File: config.mk
export PLATFORM = sky130hd
export DESIGN_NAME = trig_chain_sched_flat
export DESIGN_NICKNAME = d
export VERILOG_FILES = /design/src/rtl/trig_sched_pkg.sv /design/src/rtl/trig_chain_sched_if.sv /design/src/rtl/trig_gap_timer.sv /design/src/rtl/trig_chain_sched.sv /design/src/flat_wrapper.sv
export SDC_FILE = /design/constraint.sdc
export NUM_CORES = 1
export LEC_CHECK = 0
export CAP_MARGIN = 20
export CORE_UTILIZATION = 54
export DETAILED_ROUTE_END_ITERATION = 8
export PLACE_DENSITY = 0.82
export RECOVER_POWER = 50
export SETUP_SLACK_MARGIN = 0.5
export SKIP_LAST_GASP = 1
export SLEW_MARGIN = 0
export SYNTH_ARGS = -nofsm -noshare
export SYNTH_HDL_FRONTEND = slang
export SYNTH_SLANG_ARGS = --single-unit
File: constraint.sdc
create_clock -name CLK -period 5.5 [get_ports CLK]
set_clock_uncertainty 0.2 [all_clocks]
set_input_delay 1.375 -clock CLK [delete_from_list [all_inputs] [get_ports CLK]]
set_output_delay 1.375 -clock CLK [all_outputs]
set_load 0.01 [all_outputs]
File: src/rtl/trig_sched_pkg.sv
// Shared types for the trigger-chain scheduler: FSM states, capture order
// modes and the width of the inter-capture gap counter.
package trig_sched_pkg;

   typedef enum logic [1:0] {
      IDLE  = 2'd0,
      SHIFT = 2'd1,
      WAIT  = 2'd2,
      DONE  = 2'd3
   } state_t;

   typedef enum logic [1:0] {
      LSB = 2'b00,
      MSB = 2'b01,
      PAR = 2'b10
   } mode_t;

   localparam int GAP_CNT_W = 4;

   // Encoding 11 is folded onto parallel capture.
   function automatic mode_t decode_mode(input logic [1:0] m);
      case (m)
         2'b00:   return LSB;
         2'b01:   return MSB;
         default: return PAR;
      endcase
   endfunction

endpackage

File: src/rtl/trig_chain_sched_if.sv
// Bus bundle of the trigger-chain scheduler: input word handshake, capture
// enables and the downstream chain-image handshake.
// TRIG_SCHED_PARITY_EN adds the OPAR parity output.
interface trig_chain_sched_if #(
   parameter int N = 4
);

   logic         IVALID;
   logic         IREADY;
   logic [N-1:0] IDATA;
   logic [1:0]   MODE;
   logic [N-1:0] CLK_EN;
   logic [N-1:0] ODATA;
   logic         OVALID;
   logic         OREADY;
   logic         BUSY;
`ifdef TRIG_SCHED_PARITY_EN
   logic         OPAR;

   modport master (
      output IVALID, IDATA, MODE, OREADY,
      input  IREADY, CLK_EN, ODATA, OVALID, BUSY, OPAR
   );

   modport slave (
      input  IVALID, IDATA, MODE, OREADY,
      output IREADY, CLK_EN, ODATA, OVALID, BUSY, OPAR
   );
`else
   modport master (
      output IVALID, IDATA, MODE, OREADY,
      input  IREADY, CLK_EN, ODATA, OVALID, BUSY
   );

   modport slave (
      input  IVALID, IDATA, MODE, OREADY,
      output IREADY, CLK_EN, ODATA, OVALID, BUSY
   );
`endif

endinterface

File: src/rtl/trig_gap_timer.sv
// Loadable down-counter timing the idle gap between two single-bit
// captures. done pulses during the last counted cycle, so a load of G
// keeps the caller waiting for exactly G enabled cycles.
module trig_gap_timer
   import trig_sched_pkg::*;
(
   input  logic                 clk,
   input  logic                 rst,
   input  logic                 load,
   input  logic [GAP_CNT_W-1:0] load_val,
   input  logic                 en,
   output logic                 done
);

   logic [GAP_CNT_W-1:0] cnt_q;

   // Count register: load wins, otherwise count down while enabled.
   always_ff @(posedge clk) begin
      if (rst) begin
         cnt_q <= '0;
      end else if (load) begin
         cnt_q <= load_val;
      end else if (en && (cnt_q != '0)) begin
         cnt_q <= cnt_q - GAP_CNT_W'(1);
      end
   end

   assign done = en && (cnt_q == GAP_CNT_W'(1));

endmodule

File: src/rtl/trig_chain_sched.sv
// Trigger-chain capture scheduler. Accepts an N-bit word, then pulses one
// capture enable per chain flop in LSB-first, MSB-first or parallel order,
// with GAP idle cycles between serial captures, and finally offers the
// captured chain image downstream.
// CLK_EN is registered together with the state so the enable is high in
// the same cycle the FSM sits in SHIFT; the flop captures at the end of it.
// TRIG_SCHED_PARITY_EN adds OPAR, the registered XOR of the chain image.
module trig_chain_sched
   import trig_sched_pkg::*;
#(
   parameter int N   = 4,
   parameter int GAP = 0
) (
   input logic              CLK,
   input logic              RST,
   trig_chain_sched_if.slave bus
);

   localparam int                   IDX_W    = (N > 1) ? $clog2(N) : 1;
   localparam logic [IDX_W-1:0]     LAST_IDX = IDX_W'(N - 1);
   localparam logic [GAP_CNT_W-1:0] GAP_VAL  = GAP_CNT_W'(GAP);

   state_t           state_q;
   state_t           state_nxt;
   mode_t            mode_q;
   mode_t            mode_in;
   logic [IDX_W-1:0] idx_q;
   logic [IDX_W-1:0] idx_nxt;
   logic [IDX_W-1:0] idx_step;
   logic [N-1:0]     hold_q;
   logic [N-1:0]     clk_en_q;
   logic [N-1:0]     clk_en_nxt;
   logic [N-1:0]     odata_q;
   logic [N-1:0]     odata_nxt;
   logic             accept;
   logic             last_bit;
   logic             gap_load;
   logic             gap_en;
   logic             gap_done;

   function automatic logic [N-1:0] onehot(input logic [IDX_W-1:0] i);
      return N'(1) << i;
   endfunction

   assign mode_in   = decode_mode(bus.MODE);
   assign accept    = (state_q == IDLE) && bus.IVALID;
   assign last_bit  = (mode_q == MSB) ? (idx_q == '0) : (idx_q == LAST_IDX);
   assign idx_step  = (mode_q == MSB) ? (idx_q - IDX_W'(1)) : (idx_q + IDX_W'(1));
   assign gap_en    = (state_q == WAIT);
   // Each chain flop loads its held bit only when its enable is high.
   assign odata_nxt = (odata_q & ~clk_en_q) | (hold_q & clk_en_q);

   trig_gap_timer u_gap (
      .clk      (CLK),
      .rst      (RST),
      .load     (gap_load),
      .load_val (GAP_VAL),
      .en       (gap_en),
      .done     (gap_done)
   );

   // Next state, next bit index and the enable pattern for the next cycle.
   always_comb begin
      state_nxt  = state_q;
      idx_nxt    = idx_q;
      clk_en_nxt = '0;
      gap_load   = 1'b0;
      case (state_q)
         IDLE: begin
            if (accept) begin
               state_nxt  = SHIFT;
               idx_nxt    = (mode_in == MSB) ? LAST_IDX : '0;
               clk_en_nxt = (mode_in == PAR) ? '1 : onehot(idx_nxt);
            end
         end
         SHIFT: begin
            if ((mode_q == PAR) || last_bit) begin
               state_nxt = DONE;
            end else if (GAP == 0) begin
               idx_nxt    = idx_step;
               clk_en_nxt = onehot(idx_step);
            end else begin
               state_nxt = WAIT;
               gap_load  = 1'b1;
            end
         end
         WAIT: begin
            if (gap_done) begin
               state_nxt  = SHIFT;
               idx_nxt    = idx_step;
               clk_en_nxt = onehot(idx_step);
            end
         end
         DONE: begin
            if (bus.OREADY) begin
               state_nxt = IDLE;
            end
         end
         default: state_nxt = IDLE;
      endcase
   end

   // Control registers and chain image; reset discards any partial capture.
   always_ff @(posedge CLK) begin
      if (RST) begin
         state_q  <= IDLE;
         idx_q    <= '0;
         clk_en_q <= '0;
         odata_q  <= '0;
      end else begin
         state_q  <= state_nxt;
         idx_q    <= idx_nxt;
         clk_en_q <= clk_en_nxt;
         odata_q  <= odata_nxt;
      end
   end

   // Word and order are sampled only on the accepting handshake.
   always_ff @(posedge CLK) begin
      if (accept) begin
         hold_q <= bus.IDATA;
         mode_q <= mode_in;
      end
   end

`ifdef TRIG_SCHED_PARITY_EN
   logic opar_q;

   // Parity follows the chain image one register stage later, like ODATA.
   always_ff @(posedge CLK) begin
      if (RST) begin
         opar_q <= 1'b0;
      end else begin
         opar_q <= ^odata_nxt;
      end
   end

   assign bus.OPAR = opar_q;
`endif

   assign bus.IREADY = (state_q == IDLE) && !RST;
   assign bus.CLK_EN = clk_en_q;
   assign bus.ODATA  = odata_q;
   assign bus.OVALID = (state_q == DONE);
   assign bus.BUSY   = (state_q == SHIFT) || (state_q == WAIT);

endmodule

File: src/flat_wrapper.sv
// flat-port wrapper written by rule: the top's interface ports become plain ports
module trig_chain_sched_flat import trig_sched_pkg::*;
#(
   parameter int N   = 4,
   parameter int GAP = 0
)
  (CLK, RST, bus_IVALID, bus_IDATA, bus_MODE, bus_OREADY, bus_IREADY, bus_CLK_EN, bus_ODATA, bus_OVALID, bus_BUSY);
  trig_chain_sched_if #(.N(N)) bus_i ();
  input logic CLK;
  input logic RST;
  input wire logic [$bits(bus_i.IVALID)-1:0] bus_IVALID;
  input wire logic [$bits(bus_i.IDATA)-1:0] bus_IDATA;
  input wire logic [$bits(bus_i.MODE)-1:0] bus_MODE;
  input wire logic [$bits(bus_i.OREADY)-1:0] bus_OREADY;
  output wire logic [$bits(bus_i.IREADY)-1:0] bus_IREADY;
  output wire logic [$bits(bus_i.CLK_EN)-1:0] bus_CLK_EN;
  output wire logic [$bits(bus_i.ODATA)-1:0] bus_ODATA;
  output wire logic [$bits(bus_i.OVALID)-1:0] bus_OVALID;
  output wire logic [$bits(bus_i.BUSY)-1:0] bus_BUSY;
  assign bus_i.IVALID = bus_IVALID;
  assign bus_i.IDATA = bus_IDATA;
  assign bus_i.MODE = bus_MODE;
  assign bus_i.OREADY = bus_OREADY;
  assign bus_IREADY = bus_i.IREADY;
  assign bus_CLK_EN = bus_i.CLK_EN;
  assign bus_ODATA = bus_i.ODATA;
  assign bus_OVALID = bus_i.OVALID;
  assign bus_BUSY = bus_i.BUSY;
  trig_chain_sched #(.N(N), .GAP(GAP)) u_core (.CLK(CLK), .RST(RST), .bus(bus_i));
endmodule
# == Word level (Yosys, flattened, before mapping) ==
# Cells that the tools add are included.
# word_totals
input_bits,10
ff_bits,22
elab_cells,63
output_inout_bits,11
# op_classes
add_sub_neg,3
n_eq_ne,15
n_mux,18
bitwise,4
n_shift,2
n_reduce_logical,14
# ops
operator,count
2-bit 2-to-1 mux,9
4-bit 2-to-1 mux,4
4-bit case mux with 3 select lines,1
2-bit equality test (second input constant),5
4-bit AND,2
2-bit by 1-bit equality test with 1-bit output (second input constant),4
2-bit case mux with 4 select lines,1
4-bit AND reduction,2
1-bit by 2-bit left shift with 4-bit output (first input constant),2
2-bit zero test,3
2-bit by 1-bit != test with 1-bit output (second input constant),3
2-bit case mux with 3 select lines,1
4-bit by 1-bit equality test with 1-bit output (second input constant),1
1-bit logical AND,4
2-bit != test (second input constant),2
4-bit NOT,1
4-bit OR,1
2-bit case mux with 2 select lines,1
4-bit nonzero test,1
4-bit by 1-bit subtractor with 4-bit output (second input constant),1
3-bit nonzero test,1
2-bit by 1-bit adder with 2-bit output (second input constant),1
1-bit logical OR,2
2-bit by 1-bit subtractor with 2-bit output (second input constant),1
other kinds (2),2

# == Longest topological paths before layout ==
# Gate-level depths: netlist (run 1).
# depth
word_depth,8
depth_mapped,6
ltp_nobuf,6

# == Hierarchy ==
# Synthesis (run 1) repeated with hierarchy kept, for this count alone.
# unflattened
cells_unflattened,123
hier_area_um2,1216.2
# by_module_without_submodules
mod,area_per_inst_um2,instances,cells_per_inst,seq_area_each_um2
trig_chain_sched,952.2,1,93,420.4
trig_gap_timer,264.0,1,30,80.1

# == Worst setup path after synthesis (run 1) ==
# Ideal clock, no wire load.
# synth_path
kind,input -> output
from,input port RST
to,output port bus_IREADY
path_slack_ns,2.372
cell_stages,1
n_path_buf,0
arrival_time_ns,1.553
required_time_ns,3.925
cell_sequence,nor2b_1
# synth_via
elab_chain_len,2
# synth_lines
element,line,text
from (decl),flat_wrapper.sv:10,input logic RST;
1-bit zero test,trig_chain_sched.sv:141,assign bus.IREADY = (state_q == IDLE) && !RST;
1-bit logical AND,trig_chain_sched.sv:141,
to (decl),flat_wrapper.sv:15,output wire logic [$bits(bus_i.IREADY)-1:0] bus_IREADY;
# No other way between the ends.

# == Worst setup path after layout (run 1) ==
# Same ends and word-level chain as after synthesis.

==> run summary, run 1 <==
The arrival time at the worst endpoint is 2870 ps, and the final net count is 153. At the placement stage, the worst setup path has a slack of 1061 ps. In the post-synthesis netlist, the cell with the most instances is sky130_fd_sc_hd__dfxtp_1. The count of flip-flops with a built-in enable after synthesis works out to 6. The number of buffers added on ports works out to 20. The via count of the first global-routing pass is 717. The signal on the critical path passes through dlygate4sd3_1, nor2b_1, clkdlybuf4s50_1. The number of buffers and inverters on the critical path is 2. The minimum clock period after layout is 4444 ps. The area added between synthesis and finish was 22.60%; the number of antenna violations at the first check in global routing was 0. The tools report the startpoint of the lowest-slack hold path as u_core.hold_q[0]. The power density over the cells came out at 376.4 mW/mm^2. Setup repair after global routing left no endpoint under its margin. In the routed design, unresolved DRC markers number 0. In this run the deepest clock path goes through 2 buffers. The number of clock sinks is 22, and the number of buffers added to fix hold violations after cts is 0.

At the worst endpoint, the required time is 3920 ps. The largest net degree at the start of global routing came out at 17. Synthesis handed over a netlist of 109 instances. TritonCTS built the clock tree. The mean cell area of the mapped netlist came out at 10.26 um^2.

The clock reaches the later pin of the worst-skew pair after 300 ps. Dividing the detail-routed wire length by the instance count gives 12.84 um. The standby leakage power is 0.5280 nW.

The wire length on met2 is 970 um. The tools report the kind of start point of the critical path as an input port. Measured against its own limit, the worst slew margin works out to 60.17%. Along the worst hold path, the cell count comes to 2. The cell family contributing the most delay on the critical path is buffers and inverters. Summing every instance area after synthesis gives 0.001119 mm^2. The logs give 1 for the total number of H-tree levels and 4 for the number of iterations in the first detailed-routing pass.

The number of setup buffers added after CTS is 0. The final clock period utilization by the worst path is 80.79%, and the area of the die is 0.002257 mm^2. Global routing finished with a remaining overflow of 0. The multi-input combinational cell area is 569.3 um^2, and the first-pass GRT wire length is 3.077 mm. The worst-case reg-to-reg path depth works out to 5. Dividing the detail-routed via count by the number of cells gives 5.304.

Width of the die: 47.51 um. The share of the synthesized area in the top cell type is 28.64%. Share of synthesized area occupied by flip-flops and latches: 44.74%.

The run finished with clean final reports. The count of nets left with antenna violations once routing finished came out at 0. In this run the clock root is driven by a sky130_fd_sc_hd__clkbuf_4.

In the final layout, flip-flops and latches occupy 500.5 um^2. For the initial DRC count, the log shows 16. The type of destination of the critical path is an output pin. The fraction of layout instances using a drive strength above 1 is 5.344%.

The biggest area consumer among synthesized cells is sky130_fd_sc_hd__dfxtp_1. In this run the critical register-to-register path is launched from u_core.u_gap.cnt_q[0]. Ranked by total cell area, the synthesized netlist is headed by sky130_fd_sc_hd__dfxtp_1, sky130_fd_sc_hd__edfxtp_1, sky130_fd_sc_hd__ha_1, sky130_fd_sc_hd__mux2i_1, sky130_fd_sc_hd__a211oi_1. By count the netlist is led by sky130_fd_sc_hd__dfxtp_1, sky130_fd_sc_hd__nor2_1, sky130_fd_sc_hd__ha_1, sky130_fd_sc_hd__inv_1, sky130_fd_sc_hd__a211oi_1.

The detailed router placed 838 vias in this run. The run gives 949 um as the met1 layer wirelength in the final routing. The number of standard-cell rows in the floorplan was 16.

At the end of routability-driven placement, the weighted congestion stood at 0.8491. The CTS clock-pin slew for the worst setup and hold paths was 110 ps; the count of filler cells inserted in the layout was 178. The total clock buffers created by CTS was 3; the worst-margin pin slew was 596.2 ps.

The largest individual stage delay along the critical path comes from the cell sky130_fd_sc_hd__dlygate4sd3_1. The tools report the overall routed net length as 2.029 mm. The max-slew violation count is 0, and the placeable core region is 0.001962 mm^2. Number of setup violations in the final report: 0.

The number of instances resized during post-cts repair came out at 0. The die is 47.51 um tall. Across all setup checks in the final design, the least slack found is 1056 ps.

The max capacitance violation total was 0. The logs give 96 um for the routed length on met3 and 0 for the count of inserted antenna diode cells. The classification of the worst setup path was input port to output pin. Counting every net in the synthesized netlist gives 130. The tools report the effective utilization at floorplan as 57.02%. The run gives 225.0 MHz as the maximum clock frequency.

The largest vdd supply drop is 0.0002664 V. Synthesis-stage register bit count: 22. The min-delay analysis places its worst path in the category flip-flop to flip-flop.

Most common flop cell mapped by yosys: sky130_fd_sc_hd__dfxtp_1. On the worst path, the slowest cell contributes a delay of 900 ps. Along the worst path, the maximum fanout reaches 16. Signal routing reaches up to met4.

The final-report hold violation count was 0; the I/O pin total was 21. The sum of net half-perimeters after detailed placement was 1.545 mm. In this run the critical register-to-register path is captured at u_core.idx_q[1]. The logs give 3510 ps for the slack of the worst reg-to-reg path and 0 ps for the setup TNS.

The fraction of registers with async set/reset was 0%. Across every metal layer, demand over resource in global routing totals 19.95%. In this run, distinct cell masters in the synthesized netlist total 28. The run gives 0 as the number of warnings issued by yosys.
kinds of logic (layout without fill, tap and decap cells):
logic type,count (synthesis),in the layout,synth area share (%)
AO/OA/AOI/OAI,28,28,18.01
XOR/XNOR,4,4,3.133
adder cells (fa/ha/maj),11,11,12.30
buffers and inverters,13,35,4.363
flip-flops,22,22,44.74
multiplexers,6,6,5.369
AND/OR/NAND/NOR,25,25,12.08
layer usage:
metal | track usage [%] | vias to the layer above
met3 | 3.774 | 2
met2 | 34.25 | 24
met5 | 0 | -
li1 | - | 430
met1 | 24.30 | 382
met4 | 8.571 | 0
stage by stage:
stage	power (mW)	hold slack (ps)	std cells	cell area, um^2	util (%)
2_1_floorplan	0.3685	256.3	109	1119	-
4_1_cts	0.5205	308.5	158	1371	69.90
3_5_place_dp	0.4449	279.6	154	1345	68.56
6_report	0.5162	299.7	158	1371	69.90
3_3_place_gp	0.4389	273.0	154	1345	68.56
5_1_grt	0.5526	348.6	158	1371	69.90
power breakdown:
| part | internal (mW) | switching, mW |
|---|---|---|
| clock | 0.0283 | 0.0461 |
| sequential | 0.200 | 0.0251 |
| combinational | 0.106 | 0.111 |
cells in the final DEF, fill, tap and decap left out, drive strengths merged, types with 3 or more instances in the layout:
cell type	n
dlygate4sd3	7
mux2i	6
dfxtp	16
a21oi	5
inv	11
o21ai	6
clkdlybuf4s50	13
edfxtp	6
ha	11
a211oi	7
nor2b	3
xnor2	3
nor2	12
clkbuf	4
worst max-delay path by stage:
| stage | start | to | slack, ps | depth (start not counted) |
|---|---|---|---|---|
| after global placement | RST | bus_IREADY | 1100 | 3 |
| after global routing | RST | bus_IREADY | 970 | 3 |
| final | RST | bus_IREADY | 1060 | 3 |
| after CTS | RST | bus_IREADY | 1060 | 3 |
| after floorplan | RST | bus_IREADY | 2370 | 1 |
| after detailed placement | RST | bus_IREADY | 1060 | 3 |
final cells by class:
| cell class | instances | area share (%) |
|---|---|---|
| multi-input combinational | 74 | 41.51 |
| inverter | 11 | 3.011 |
| timing repair buffer | 20 | 14.60 |
| clock buffer | 4 | 1.916 |
| sequential | 22 | 36.50 |
| tap | 27 | 2.463 |
worst min-delay path, stage by stage, from the launching register on:
cell and delay (ps):
sky130_fd_sc_hd__edfxtp_1 340, sky130_fd_sc_hd__mux2i_1 60, sky130_fd_sc_hd__nor2_1 70
Power figures use the tool's default switching activity.
==> run 2, diff against run 1 <==
--- a/config.mk
+++ b/config.mk
@@ -6,9 +6,9 @@
 export NUM_CORES = 1
 export LEC_CHECK = 0
 export CAP_MARGIN = 20
-export CORE_UTILIZATION = 54
+export CORE_UTILIZATION = 45
 export DETAILED_ROUTE_END_ITERATION = 8
-export PLACE_DENSITY = 0.82
+export PLACE_DENSITY = 0.73
 export RECOVER_POWER = 50
 export SETUP_SLACK_MARGIN = 0.5
 export SKIP_LAST_GASP = 1
==> constraint.sdc (replaced) <==
create_clock -name CLK -period 3.6 [get_ports CLK]
set_clock_uncertainty 0.2 [all_clocks]
set_input_delay 0.9 -clock CLK [delete_from_list [all_inputs] [get_ports CLK]]
set_output_delay 0.9 -clock CLK [all_outputs]
set_load 0.01 [all_outputs]
==> run 2 against run 1 <==
  * Clock power up 52%
  * Register-to-register slack worse by 1900 ps
  * Non-clock buffer count increased by 1
  * Critical path type unchanged
  * Highest routed layer unchanged
==> run summary, run 2 (synthesized netlist as in run 1, its figures left out) <==
The setup TNS was 0 ps. Timing would allow up to 338.3 MHz. Counting cells, the worst reg-to-reg path comes to 5. The die is 51.86 um tall. The initial DRC count came out at 13.

The I/O pin total is 21, and the number of buffers and inverters on the critical path is 2. On the critical path the largest part of the delay comes from buffers and inverters. The kind of start point of the critical path was an input port.

After detailed routing, the average wire length per cell comes to 12.69 um. The hold path depth is 2. The logs give 0.7870 for the weighted congestion reported at the end of routability-driven placement and 0.5319 nW for the standby leakage power. The worst-case clock buffer depth was 2. The final layout contains 154 nets. The number of instances resized during post-cts repair came out at 1. After filler insertion, the fill cell instance count of the layout stands at 202. The effective utilization at floorplan came out at 49.15%. The tree is rooted in a sky130_fd_sc_hd__clkbuf_4. The run gives 0 as the post-CTS setup repair buffer count.

The most common library cell in the layout ignoring fill and taps is sky130_fd_sc_hd__dfxtp_1. After detailed routing, the number of remaining DRC violations is 0. The flow ran to the end, and the final reports show no timing, DRC or antenna violations. The final-report hold violation count is 0, and the fraction of layout instances using a drive strength above 1 is 5.303%.

Wires add up to 2.030 mm. At the worst endpoint, the arrival time is 1860 ps. The clock drives 22 sinks. The startpoint of the lowest-slack hold path was u_core.hold_q[1]. After detailed placement, the design holds a cell count of 156. The minimum clock period after layout came out at 2956 ps. The max-slew violation count is 0, and the stage delay of the slowest cell on the critical path is 580 ps. The area growth from synthesis to layout is 22.93%. The number of setup violations in the final report came out at 0. First-pass GRT wire length: 3.346 mm. The count of nets left with antenna violations once routing finished came out at 0.

The die covers 0.002689 mm^2. After floorplanning, the core was sized to cover 0.002276 mm^2. With fillers left out, the area of the finished cells amounts to 0.001375 mm^2.

TritonCTS built the clock tree. Across the run, the number of max-cap violations was 0. The worst setup path is captured at an output pin. Along the worst path, the maximum fanout reaches 2.

In this run the cell area measured after placement is 0.001354 mm^2. For the pin with the worst max-slew slack, the measured transition is 637.7 ps. The detailed router placed 856 vias in this run. The logs give 1590 ps for the slack of the worst reg-to-reg path and 0 for the number of buffers added to fix hold violations after cts.

The mean number of vias per cell is 5.350, and the power density over the cells is 570.6 mW/mm^2. The slowest stage cell on the critical path is sky130_fd_sc_hd__dlygate4sd3_1. After clock tree synthesis, the clock-pin slew on the worst setup and hold paths is 110 ps.

The tools report the total number of H-tree levels as 1. For the final worst setup slack, the log shows 644.3 ps. The startpoint of the lowest-slack register-to-register path was u_core.u_gap.cnt_q[0]. The run gives 4 as the number of iterations in the first detailed-routing pass. Entering global routing, the biggest net connects 16 pins.

The floorplan has 17 rows. Classification of the worst setup path: input port to output pin. Across the VDD grid, the largest voltage drop is 0.0003657 V. The number of antenna violations at the first check in global routing was 0.

The later-pin clock latency in the skew report was 300 ps. Dividing the final minimum period by the clock period gives 82.10%. The aggregate global routing overflow is 0, and the final cell count without fillers is 160.

The run gives 0 as the count of inserted antenna diode cells. Setup repair after global routing left no endpoint under its margin. The number of buffers added on ports works out to 20.

Data required time of the critical path: 2500 ps. Once detailed placement completed, the half-perimeter wirelength came to 1.547 mm. In this run the tightest slew margin relative to its limit is 57.49%. Walking the worst path, the cells encountered are dlygate4sd3_1, nor2b_1, dlygate4sd2_1.

Across every metal layer, demand over resource in global routing totals 17.05%. The die is 51.86 um wide. The total clock buffers created by CTS is 3.

Leaving out fill and tap cells, the most frequent cells in the layout are sky130_fd_sc_hd__dfxtp_1, sky130_fd_sc_hd__nor2_1, sky130_fd_sc_hd__clkdlybuf4s50_1. The worst hold-check path type was flip-flop to flip-flop. Prior to clock tree synthesis, the placed netlist has a worst setup slack of 486.0 ps. Across all hold checks on the routed design, the worst slack comes to 296.7 ps.

The run gives 801 as the via count of the first global-routing pass. The worst register-to-register path ends at u_core.idx_q[1].
-- run 2: changes by cell type in the layout (fill, tap and decap cells not counted), sizes merged --
cell | previous run | this run
clkbuf | 4 | 5
clkdlybuf4s50 | 13 | 12
dlygate4sd2 | 0 | 1
-- run 2: worst min-delay path, cell delays in order (launching register included) --
cell and delay [ps]:
sky130_fd_sc_hd__edfxtp_1 330, sky130_fd_sc_hd__mux2i_1 60, sky130_fd_sc_hd__nor2_1 70
-- run 2: cell type report --
class / instances / area [um^2] / area share, %
Multi-Input combinational cell: 74 / 569.3 / 41.40
Sequential cell: 22 / 500.5 / 36.40
Timing Repair Buffer: 21 / 202.7 / 14.74
Inverter: 11 / 41.29 / 3.003
Tap cell: 28 / 35.03 / 2.548
Clock buffer: 4 / 26.28 / 1.911
-- run 2: layer usage --
layer / global-route usage (%) / part of all wire [%] / vias to the layer above
met5: 0 / 0 / -
met4: 9.459 / 1.9 / 0
met3: 2.924 / 4.3 / 4
met2: 28.42 / 47 / 20
met1: 20.55 / 47 / 398
li1: - / - / 434
-- run 2: worst max-delay path by stage --
stage / startpoint / endpoint / slack (ps) / cells past startpoint
floorplan: RST / bus_IREADY / 1420 / 1
global placement: RST / bus_IREADY / 480 / 3
CTS: u_core.state_q[1] / bus_BUSY / 750 / 3
global route: RST / bus_IREADY / 610 / 3
finish: RST / bus_IREADY / 640 / 3
detailed placement: RST / bus_IREADY / 490 / 3
-- run 2: metrics by stage --
step / total power, mW / util, %
global route: 0.8388 / 60.42
finish: 0.7847 / 60.42
CTS: 0.7902 / 60.58
global placement: 0.6698 / 59.48
detailed placement: 0.6813 / 59.48
floorplan: 0.5630 / -
-- run 2: report_power, final --
| part | switching, mW | total, mW | internal [mW] | leakage (nW) |
|---|---|---|---|---|
| clock network | 0.0701 | 0.113 | 0.0432 | 0.0150 |
| logic | 0.168 | 0.328 | 0.159 | 0.329 |
| registers | 0.0375 | 0.344 | 0.306 | 0.188 |
==> run 3, diff against run 2 <==
--- a/config.mk
+++ b/config.mk
@@ -6,9 +6,9 @@
 export NUM_CORES = 1
 export LEC_CHECK = 0
 export CAP_MARGIN = 20
-export CORE_UTILIZATION = 45
+export CORE_UTILIZATION = 50
 export DETAILED_ROUTE_END_ITERATION = 8
-export PLACE_DENSITY = 0.73
+export PLACE_DENSITY = 0.77
 export RECOVER_POWER = 50
 export SETUP_SLACK_MARGIN = 0.5
 export SKIP_LAST_GASP = 1
==> constraint.sdc (replaced) <==
create_clock -name CLK -period 3 [get_ports CLK]
set_clock_uncertainty 0.2 [all_clocks]
set_input_delay 0.75 -clock CLK [delete_from_list [all_inputs] [get_ports CLK]]
set_output_delay 0.75 -clock CLK [all_outputs]
set_load 0.01 [all_outputs]
==> run 3 against run 2 <==
  * Highest routed layer unchanged
  * Global-route usage increased by 4.2 points
  * Sequential power increased by 20%
  * Clock-buffer cell count decreased by 1
  * Via count increased by 3.4%
  * Critical path depth unchanged
  * Largest cell class unchanged
  * Die area decreased by 9.6%
  * Cell count unchanged
==> run summary, run 3 (synthesized netlist as in run 1, its figures left out) <==
Setup repair after global routing left no endpoint under its margin. The detailed router finished its first iteration with 16 violations. Fill cells in the final layout number 171. For the pin with the worst max-slew slack, the measured transition is 720.6 ps. At the worst endpoint, the arrival time is 1550 ps. Fraction of layout instances using a drive strength above 1: 9.774%.

STA classifies the critical path startpoint as an input port. The first global-routing pass estimated 3.939 mm of wire. The tools report the I/O pin total as 21. The critical path is of the input port to output pin type. The tools report the normalized max-slew margin as 51.96%. At the placement stage, the worst setup path has a slack of 214.1 ps. The stage delay of the slowest cell on the critical path is 550 ps, and the area added between synthesis and finish is 26.96%. The core region is 0.002042 mm^2. The final standard cell utilization of the core is 69.55%, and the multi-input combinational cell area is 581.8 um^2. Derived from the worst setup path, the maximum achievable clock frequency is 400.0 MHz. The logs give 54.78% for the effective utilization at floorplan and 301.0 ps for the final worst hold slack. After legalization and detailed placement, the total HPWL measured 1.652 mm.

Counting both buffers and inverters, the worst setup path holds a total of 2. Max capacitance violation total: 0. Data on the critical path is required at its endpoint by 2050 ps.

The mean number of vias per cell was 5.531; the width of the die was 49.30 um. The root buffer cell was sky130_fd_sc_hd__clkbuf_4. The worst hold-check path type was flip-flop to flip-flop. Summed over all cells, the static leakage comes to 0.5705 nW.

The largest driver fanout on the critical path is 2, and the number of clock sinks is 22. Routability-driven placement finished with a final weighted congestion of 0.7863. For the aggregate global routing overflow, the log shows 0. In the final design database the tool counted 155 nets.

The tools report the cell total after placement as 155. Walking the worst path, the cells encountered are dlygate4sd3_1, nor2b_1, clkbuf_2. TritonCTS built the clock tree.

Most common library cell in the layout ignoring fill and taps: sky130_fd_sc_hd__dfxtp_1. The tools report the total number of H-tree levels as 1. The number of routed nets with antenna violations is 0, and the total clock buffers created by CTS is 3.

Setup violations remaining at the end of the flow were counted as 0. The tools report the final-report hold violation count as 0. The number of buffers added on ports is 20.

The run gives 0 as the max-slew violation count. The final routed DRC violation total was 0; the final worst setup slack was 500.0 ps. The worst setup path is captured at an output pin. The largest vdd supply drop is 0.0005488 V. Entering global routing, the biggest net connects 16 pins. Final clock period utilization by the worst path: 83.33%. Leaving out fill and tap cells, the most frequent cells in the layout are sky130_fd_sc_hd__dfxtp_1, sky130_fd_sc_hd__nor2_1, sky130_fd_sc_hd__inv_1. For the overall routed net length, the log shows 2.227 mm. The floorplan step set the die height to 49.30 um. The slowest stage cell on the critical path is sky130_fd_sc_hd__dlygate4sd3_1. Minimum clock period after layout: 2500 ps.

The count of inserted antenna diode cells is 0. The tools report the area occupied by registers as 503.0 um^2. The run finished with clean final reports. The run gives 990 ps as the slack of the worst reg-to-reg path.

For the final routed database, the setup TNS stands at 0 ps. Clock-pin slew was measured on the worst setup and hold paths at 120 ps. The later-pin clock latency in the skew report was 310 ps. Cell type group with the largest total delay on the critical path: buffers and inverters. The logs give 0.002430 mm^2 for the area of the die and 4 for the number of iterations in the first detailed-routing pass.

For the number of antenna violations at the first check in global routing, the log shows 0. Via count of the first global-routing pass: 939. The final route contains 885 vias.

The routed wirelength normalized by instance count is 13.92 um, and the number of standard-cell rows in the floorplan is 16. Summing internal, switching and leakage power gives 1.053 mW. The final cell count without fillers came out at 160.

Across every metal layer, demand over resource in global routing totals 21.29%. Dividing total power by cell area gives a power density of 741.2 mW/mm^2. The clock passes through at most 2 buffers. After routing the design area is 0.001420 mm^2. In this run the cell area measured after placement is 0.001353 mm^2.
## run 3: changes by cell type in the layout (fill, tap and decap cells not counted), sizes merged
| cell | previous run | this run |
|---|---|---|
| bufinv | 0 | 1 |
| dlymetal6s2s | 0 | 1 |
| buf | 0 | 1 |
| clkdlybuf4s50 | 12 | 10 |
## run 3: final cells by class
| cell class | count | share of cell area (%) |
|---|---|---|
| Multi-Input combinational cell | 74 | 40.97 |
| Timing Repair Buffer | 22 | 14.63 |
| Clock inverter | 1 | 2.115 |
| Clock buffer | 3 | 1.586 |
| Tap cell | 27 | 2.379 |
| Sequential cell | 22 | 35.42 |
| Inverter | 11 | 2.907 |
## run 3: metal layers
| metal | GRT usage (%) | share of wire, % | vias up | routed length, um |
|---|---|---|---|---|
| met5 | 0 | 0 | - | 0 |
| met4 | 8.333 | 1.3 | 0 | 28 |
| met3 | 4.050 | 3.3 | 4 | 73 |
| met2 | 40.41 | 52 | 16 | 1169 |
| met1 | 22.66 | 43 | 428 | 955 |
| li1 | - | - | 437 | - |
## run 3: final timing paths
kind                       end  cells after the start         startpoint
max reg2reg  u_core.state_q[0]                      6  u_core.state_q[1]
max                 bus_IREADY                      3                RST
min reg2reg          flip-flop                      2   u_core.hold_q[3]
min                  flip-flop                      2   u_core.hold_q[3]
## run 3: where the power goes
part | internal (mW) | total (mW) | switching [mW]
combinational | 0.200 | 0.410 | 0.210
sequential | 0.370 | 0.414 | 0.0447
clock | 0.135 | 0.228 | 0.0934
## run 3: timing repair
| item | CTS | global route |
|---|---|---|
| hold buffers | 0 | 0 |
| endpoints found under the setup margin | 2 | 2 |
| buffers inserted | 1 | 0 |
| pin swaps | 0 | 0 |
| hold endpoints to repair | 0 | 0 |
| gates resized for setup | 5 | 3 |
## run 3: worst min-delay path, cell delays in order (launching register included)
cell                       delay (ps)
sky130_fd_sc_hd__edfxtp_1         340
sky130_fd_sc_hd__mux2i_1           60
sky130_fd_sc_hd__nor2_1            70
